File: config.mk
export PLATFORM = sky130hd
export DESIGN_NAME = fetch_unit_flat
export DESIGN_NICKNAME = d
export VERILOG_FILES = /design/src/rtl/fetch_unit_if.sv /design/src/rtl/fetch_unit.sv /design/src/flat_wrapper.sv
export SDC_FILE = /design/constraint.sdc
export NUM_CORES = 1
export LEC_CHECK = 0
export ABC_AREA = 1
export CORE_MARGIN = 1.5
export CORE_UTILIZATION = 51
export CTS_BUF_LIST = sky130_fd_sc_hd__clkbuf_8
export DETAILED_ROUTE_END_ITERATION = 10
export GPL_ROUTABILITY_DRIVEN = 0
export HOLD_SLACK_MARGIN = 0.08
export PLACE_DENSITY = 0.88
export SYNTH_ARGS = -nofsm -noshare
export SYNTH_HDL_FRONTEND = slang
export SYNTH_SLANG_ARGS = --single-unit
File: constraint.sdc
create_clock -name clock -period 4.1 [get_ports clock]
set_clock_uncertainty 0.05 [all_clocks]
set_input_delay 1.23 -clock clock [delete_from_list [all_inputs] [get_ports clock]]
set_output_delay 1.23 -clock clock [all_outputs]
set_load 0.005 [all_outputs]
File: src/rtl/fetch_unit_if.sv
// Instruction-memory request/acknowledge bus between the fetch stage and memory.
interface fetch_unit_if #(
  parameter int unsigned ADDR_W = 16
);
  logic              IMEM_REQ;
  logic [ADDR_W-1:0] IMEM_ADDR;
  logic              IMEM_ACK;
  logic [15:0]       IMEM_RDATA;

  // Fetch stage side: issues requests, consumes returned words.
  modport master (
    output IMEM_REQ,
    output IMEM_ADDR,
    input  IMEM_ACK,
    input  IMEM_RDATA
  );

  // Memory side: answers requests.
  modport slave (
    input  IMEM_REQ,
    input  IMEM_ADDR,
    output IMEM_ACK,
    output IMEM_RDATA
  );
endinterface

File: src/rtl/fetch_unit.sv
// Instruction fetch stage: holds the PC, fetches 16-bit words over the imem bus,
// presents them on COMMAND until retired, and stops for good on HLT.
module fetch_unit #(
  parameter int unsigned           ADDR_W   = 16,
  parameter logic [ADDR_W-1:0]     RESET_PC = '0
) (
  input  logic              clock,
  input  logic              reset,
  fetch_unit_if.master      imem,
  input  logic              STALL,
  input  logic              PC_load,
  input  logic [ADDR_W-1:0] BRANCH_TARGET,
  output logic [15:0]       COMMAND,
  output logic              CMD_VALID,
  output logic [ADDR_W-1:0] PC_OUT,
  output logic              HALTED,
  output logic [15:0]       RETIRED
);

  typedef enum logic [1:0] {
    FETCH,
    ISSUE,
    HALT
  } state_t;

  state_t            state, state_nxt;
  logic [ADDR_W-1:0] pc;
  logic              is_hlt;
  logic              accept;
  logic              retire;

  assign is_hlt = (imem.IMEM_RDATA[15:14] == 2'b11) && (imem.IMEM_RDATA[7:4] == 4'b1111);
  assign accept = (state == FETCH) && imem.IMEM_ACK;
  assign retire = (state == ISSUE) && CMD_VALID && !STALL;

  // State register.
  always_ff @(posedge clock) begin
    if (reset) state <= FETCH;
    else       state <= state_nxt;
  end

  // Next-state decode.
  always_comb begin
    state_nxt = state;
    unique case (state)
      FETCH:   if (imem.IMEM_ACK) state_nxt = is_hlt ? HALT : ISSUE;
      ISSUE:   if (retire)        state_nxt = FETCH;
      HALT:                       state_nxt = HALT;
      default:                    state_nxt = FETCH;
    endcase
  end

  // Bus outputs: request only while fetching and never during reset.
  always_comb begin
    imem.IMEM_REQ  = (state == FETCH) && !reset;
    imem.IMEM_ADDR = pc;
  end

  // Datapath registers: PC, instruction register, status and retire counter.
  always_ff @(posedge clock) begin
    if (reset) begin
      pc        <= RESET_PC;
      COMMAND   <= '0;
      CMD_VALID <= 1'b0;
      PC_OUT    <= '0;
      HALTED    <= 1'b0;
      RETIRED   <= '0;
    end else begin
      if (accept) begin
        COMMAND <= imem.IMEM_RDATA;
        PC_OUT  <= pc;
        if (is_hlt) HALTED    <= 1'b1;
        else        CMD_VALID <= 1'b1;
      end
      if (retire) begin
        pc        <= PC_load ? BRANCH_TARGET : pc + ADDR_W'(1);
        CMD_VALID <= 1'b0;
        RETIRED   <= RETIRED + 16'd1;
      end
    end
  end

endmodule

File: src/flat_wrapper.sv
// flat-port wrapper written by rule: the top's interface ports become plain ports
module fetch_unit_flat 
#(
  parameter int unsigned           ADDR_W   = 16,
  parameter logic [ADDR_W-1:0]     RESET_PC = '0
)
  (clock, reset, STALL, PC_load, BRANCH_TARGET, COMMAND, CMD_VALID, PC_OUT, HALTED, RETIRED, imem_IMEM_REQ, imem_IMEM_ADDR, imem_IMEM_ACK, imem_IMEM_RDATA);
  fetch_unit_if #(.ADDR_W(ADDR_W)) imem_i ();
  input  logic clock;
  input  logic reset;
  input  logic STALL;
  input  logic PC_load;
  input  logic [ADDR_W-1:0] BRANCH_TARGET;
  output logic [15:0] COMMAND;
  output logic CMD_VALID;
  output logic [ADDR_W-1:0] PC_OUT;
  output logic HALTED;
  output logic [15:0] RETIRED;
  output wire logic [$bits(imem_i.IMEM_REQ)-1:0] imem_IMEM_REQ;
  output wire logic [$bits(imem_i.IMEM_ADDR)-1:0] imem_IMEM_ADDR;
  input wire logic [$bits(imem_i.IMEM_ACK)-1:0] imem_IMEM_ACK;
  input wire logic [$bits(imem_i.IMEM_RDATA)-1:0] imem_IMEM_RDATA;
  assign imem_IMEM_REQ = imem_i.IMEM_REQ;
  assign imem_IMEM_ADDR = imem_i.IMEM_ADDR;
  assign imem_i.IMEM_ACK = imem_IMEM_ACK;
  assign imem_i.IMEM_RDATA = imem_IMEM_RDATA;
  fetch_unit #(.ADDR_W(ADDR_W), .RESET_PC(RESET_PC)) u_core (.clock(clock), .reset(reset), .imem(imem_i), .STALL(STALL), .PC_load(PC_load), .BRANCH_TARGET(BRANCH_TARGET), .COMMAND(COMMAND), .CMD_VALID(CMD_VALID), .PC_OUT(PC_OUT), .HALTED(HALTED), .RETIRED(RETIRED));
endmodule
## Word level (Yosys, flattened, before mapping)

Cells that the tools add are included.

- Register bits after elaboration: 68
- Latch bits: 0
- Bits in writable memories: 0
- Memory bits (read-only): 0
- Input bits: 37
- Output and inout port bits: 67
- Word-level logic and storage cells: 33
- Memories kept: 0

- $add $sub $neg: 2
- $mul: 0
- Div/mod/pow operators: 0
- $lt $le $gt $ge: 0
- Equal/unequal tests: 6
- Shift operators: 0
- Mux-type cells: 5
- Bitwise logic cells: 1
- Reduce and logical (&&, ||, !) cells: 12

Operators by type and width:

| cell | number |
|---|---|
| adder 16 x 1 -> 16 bit (second input constant) | 2 |
| two-way mux 16 bit | 1 |
| two-way mux 2 bit | 3 |
| case mux 2 bit (3 select lines) | 1 |
| AND reduction 2 bit | 3 |
| logical AND 1 bit | 5 |
| == test 2 bit (second input constant) | 2 |
| == test 4 bit (second input constant) | 1 |
| == test 2 x 1 -> 1 bit (second input constant) | 1 |
| zero test 1 bit | 2 |
| zero test 2 bit | 1 |
| inequality test 2 x 1 -> 1 bit (second input constant) | 1 |
| inequality test 2 bit (second input constant) | 1 |
| OR reduction 2 bit | 1 |
| inverter 1 bit | 1 |

## Depth between registers and ports, before layout

- Depth after elaboration: 5
- Mapped depth: 9
- Depth with buffers taken out: 9

## Least setup slack after synthesis

OpenSTA, ideal clock, no wires.

- Path type: input port to output port
- From: in reset
- To: out imem_IMEM_REQ
- Arrival time: 1867 ps
- Required time: 2820 ps
- Path slack: 953 ps
- Cell stages on the path: 5
- Buffers on the path: 2
- Cells stage by stage: buf_2 > inv_1 > clkbuf_2 > nand2_1 > nor2_1

- Word-level cells in the longest chain between the ends: 2

Ends and longest elaborated chain:

| what | line | text |
|---|---|---|
| start: declaration | flat_wrapper.sv:10 | `input logic reset;` |
| zero test 1 bit | fetch_unit.sv:55 | `imem.IMEM_REQ = (state == FETCH) && !reset;` |
| logical AND 1 bit | fetch_unit.sv:55 |  |
| end: declaration | flat_wrapper.sv:19 | `output wire logic [$bits(imem_i.IMEM_REQ)-1:0] imem_IMEM_REQ;` |

No other way between the ends.

## Worst setup path in the final report

Ends and elaborated chain as after synthesis.

==> reports/results.md <==
| Step | Quantity | This run |
|:---|:---|:---|
| route | Number of nets still failing antenna checks after routing | 0 |
| sta | Transition time at the pin with the least slew margin | 0.667 ns |
| yosys | Mapped Nets | 474 |
| global route | First-pass GRT wire length | 12,500 um |
| setup path | Standard cell with the maximum stage delay on the critical path | sky130_fd_sc_hd__clkdlybuf4s50_1 |
| finish | Layout cells sized above 1 | 0.0647 |
| power and ir drop | Total power per unit cell area | 324 nW/um^2 |
| global route | Number of global-route vias before repair | 2,821 |
| setup path | Nature of the critical path startpoint | input pin |
| flow run | Max-cap violations | 0 |
| power and ir drop | Switching power of the nets | 359 uW |
| setup path | Crit path top cell by count | sky130_fd_sc_hd__clkdlybuf4s50_1 |
| clocking | Quantity of gates resized following cts | 0 |
| yosys | Most repeated cell in the gate-level netlist after synthesis | sky130_fd_sc_hd__nor2_1 |
| clocking | Setup fix buffers added after clock tree synthesis | 0 |
| sta | Final min period | 3.67 ns |
| yosys | Register area share after synthesis | 0.439 |
| route | Detailed Route Iter0 Violations | 160 |
| route | DRC | 0 |
| yosys | Share of the synthesized area in the top cell type | 0.439 |
| global route | Gr busiest metal | met2 |
| power and ir drop | Worst IR drop on VDD | 0.000239 V |
| finish | Area overhead of the layout relative to synthesis | 39.5% |
| floorplan | Core region area | 5890 sq um |
| setup path | Critical path start-end classification | in -> out |
| place | Worst setup timing slack at the placement stage | 0.424 ns |
| global route | Met2 Use GR | 0.420 |
| clocking | Clock tree root buffer cell | sky130_fd_sc_hd__clkbuf_8 |
| yosys | Syn Inst Count | 435 |
| clocking | CTS Hold Buffers Added | 0 |
| floorplan | Initial cell density of the core | 0.527 |
| place | Total placed cells including tap cells | 600 |
| setup path | R2R Setup Slk | 2.34 ns |
| route | Post-Route WL | 8000 um |
| power and ir drop | Flop pwr share | 0.509 |
| global route | Number of antenna violations at the first check in global routing | 0 |
| power and ir drop | Internal power contribution | 1.04 mW |
| yosys | Cell types with the largest area share after synthesis | sky130_fd_sc_hd__dfxtp_1 44%, sky130_fd_sc_hd__nor2_1 11%, sky130_fd_sc_hd__nand2_1 9.0%, sky130_fd_sc_hd__o21ai_0 8.5%, sky130_fd_sc_hd__inv_1 5.1% |
| sta | Unrepaired setup endpoints after global routing | false |
| global route | Maximum number of pins on one net before global-route repair | 49 |
| yosys | Predominant post-synthesis flop cell | sky130_fd_sc_hd__dfxtp_1 |
| global route | Combined global-route utilization of all metal layers | 0.247 |
| floorplan | Overall die area | 6560 sq um |
| yosys | Post-Synthesis Cell Area | 3100 sq um |
| global route | M3 GR Usage | 0.0494 |
| floorplan | DIE WIDTH | 81 um |
| sta | Worst-case setup margin in the final layout | 0.428 ns |
| yosys | Synth warn | 0 |
| sta | Peak clock frequency supported by timing | 272 MHz |
| power and ir drop | Overall Power | 1.40 mW |
| yosys | Unique cell type count in the Yosys netlist | 34 |
| yosys | Post-synth EDFFs | 0 |
| sta | Final hold slack | 0.429 ns |
| clocking | Depth of the CTS H-tree | 3 |
| power and ir drop | Comb pwr share | 0.145 |
| finish | Total non-filler cell area in the finished layout | 4330 sq um |
| yosys | Yosys reg bits | 68 |
| sta | Fraction of the cycle the final worst path needs | 0.896 |
| status | Status | finished, final reports clean |
| clocking | Buffers from clock root to sink, at most | 2 |
| finish | Diodes inserted | 0 |
| power and ir drop | Net switching fraction of the power | 0.256 |
| setup path | Number of buffer and inverter instances along the worst setup path | 3 |
| route | Via density | 5.16 |
| floorplan | Vert. Die Dim | 81 um |
| yosys | Share of flip-flops with an asynchronous set or reset | 0 |
| setup path | WP data required | 2.82 ns |
| finish | Number of cells in the finished layout apart from fillers | 616 |
| place | Post-placement cell area | 4150 sq um |
| clocking | CTS tree | yes |
| setup path | Cells along the critical path | clkdlybuf4s50_1 -> inv_1 -> nand2_1 -> nor2_1 -> clkdlybuf4s50_1 |
| clocking | Sinks on the clock net | 68 |
| finish | Util after Layout | 0.736 |
| power and ir drop | Clock network power share | 0.346 |
| route | Mean routed wirelength per cell | 13.0 um |
| power and ir drop | Leak Pwr | 1.69 nW |
| worst hold path | Worst hold path type | reg -> reg |
| sta | Final setup vio count | 0 |
| yosys | Most numerous cell types in the synthesized netlist | 88 x sky130_fd_sc_hd__nor2_1, 74 x sky130_fd_sc_hd__nand2_1, 68 x sky130_fd_sc_hd__dfxtp_1 |
| global route | Met1 layer usage reported by global route | 0.305 |
| setup path | Highest net fanout along the worst path | 2 |
| route | Via Count | 3,181 |
| setup path | Category of cells accounting for the largest share of critical-path delay | buffers and inverters |
| clocking | Insertion delay of the later-clocked pin in the worst-skew pair | 0.33 ns |
| yosys | Mean post-synth cell area | 7.13 sq um |
| sta | Final total negative setup slack | 0 ns |
| clocking | Reg clk slew, reported paths | 0.07 ns |
| setup path | Crit path capture type | output port |
| finish | Number of nets in the final layout | 575 |
| route | Router iterations before antenna repair | 5 |
| place | Post-DP HPWL | 5870 um |
| place | Number of buffers inserted by port buffering | 103 |
| sta | Tightest slew margin relative to the limit | 0.555 |
| setup path | Data arrival time at the worst-slack endpoint | 2.39 ns |
| floorplan | Placement Rows | 28 |
| sta | Number of max-slew violations in the final report | 0 |
| sta | Hold Violations, Final | 0 |
| floorplan | Count of boundary I/O pins | 104 |
| clocking | CTS buffer count | 9 |
| yosys | Cell type with the highest aggregate area in the netlist | sky130_fd_sc_hd__dfxtp_1 |
| global route | Grt total ovfl | 0 |
| setup path | Max incr delay on CP | 0.50 ns |
-- registers in the layout, summed over array words and instances, names as in the netlist --
register,flops
u_core.COMMAND,16
u_core.PC_OUT,16
u_core.RETIRED,16
u_core.imem.IMEM_ADDR,16
u_core.state,2
u_core.CMD_VALID,1
u_core.HALTED,1
-- worst min-delay path: cells and delay by family (launching register included) --
kind                   cells  cell delay, ns
buffers and inverters      1            0.05
AO/OA/AOI/OAI              1            0.06
flip-flops                 1            0.33
-- cell families after synthesis --
logic type,share of synthesized area
adder cells (fa/ha/maj),0.00806
AO/OA/AOI/OAI,0.156
flip-flops,0.439
buffers and inverters,0.0823
multiplexers,0.00323
AND/OR/NAND/NOR,0.290
XOR/XNOR,0.0226
-- final timing paths --
path                              startpoint                         endpoint  cells after the start
max                                    reset                    imem_IMEM_REQ                      5
min          u_core.RETIRED[13]$_SDFFE_PP0P_  u_core.RETIRED[13]$_SDFFE_PP0P_                      2
max reg2reg     u_core.state[1]$_SDFFE_PP0P_   u_core.COMMAND[5]$_SDFFE_PP0P_                      5
min reg2reg  u_core.RETIRED[13]$_SDFFE_PP0P_  u_core.RETIRED[13]$_SDFFE_PP0P_                      2
-- metal layers --
layer | share of wire | wire [um] | vias up
met5 | 0 | 0 | -
li1 | - | - | 1607
met2 | 0.48 | 3830 | 113
met1 | 0.44 | 3530 | 1447
met3 | 0.058 | 464 | 14
met4 | 0.022 | 178 | 0
-- layout make-up --
| class | count | area, sq um |
|---|---|---|
| Multi-Input combinational cell | 308 | 1490 |
| Tap cell | 75 | 93.8 |
| Sequential cell | 68 | 1360 |
| Fill cell | 468 | 1560 |
| Clock buffer | 10 | 138 |
| Clock inverter | 6 | 38.8 |
| Inverter | 44 | 165 |
| Timing Repair Buffer | 105 | 1050 |
-- placed cells by master (no fill, tap or decap), drive strengths merged --
master         Yosys  layout
inv               44      45
or2                1       1
xor2               4       4
a31oi              2       2
buf               10       2
ha                 2       2
clkinv             0       3
a21oi             27      27
clkbuf             5      10
o22ai              7       7
a22o               1       1
nor3               3       3
and3               2       2
nor2              93      93
clkinvlp           0       2
o21ai             55      55
clkdlybuf4s50      0     103
nand2             78      78
xnor2              4       4
nand4              7       7
dfxtp             68      68
nor3b              1       1
nand3             19      19
nand3b             1       1
mux2i              1       1
-- power by group through the flow --
stage / logic [mW] / clock network, mW / registers, mW
6_report: 0.203 / 0.484 / 0.714
5_1_grt: 0.222 / 0.521 / 0.717
4_1_cts: 0.204 / 0.492 / 0.714
3_5_place_dp: 0.203 / 0 / 0.729
3_3_place_gp: 0.199 / 0 / 0.727
2_1_floorplan: 0.0866 / 0 / 0.730
(Power assumes the default switching activity.)
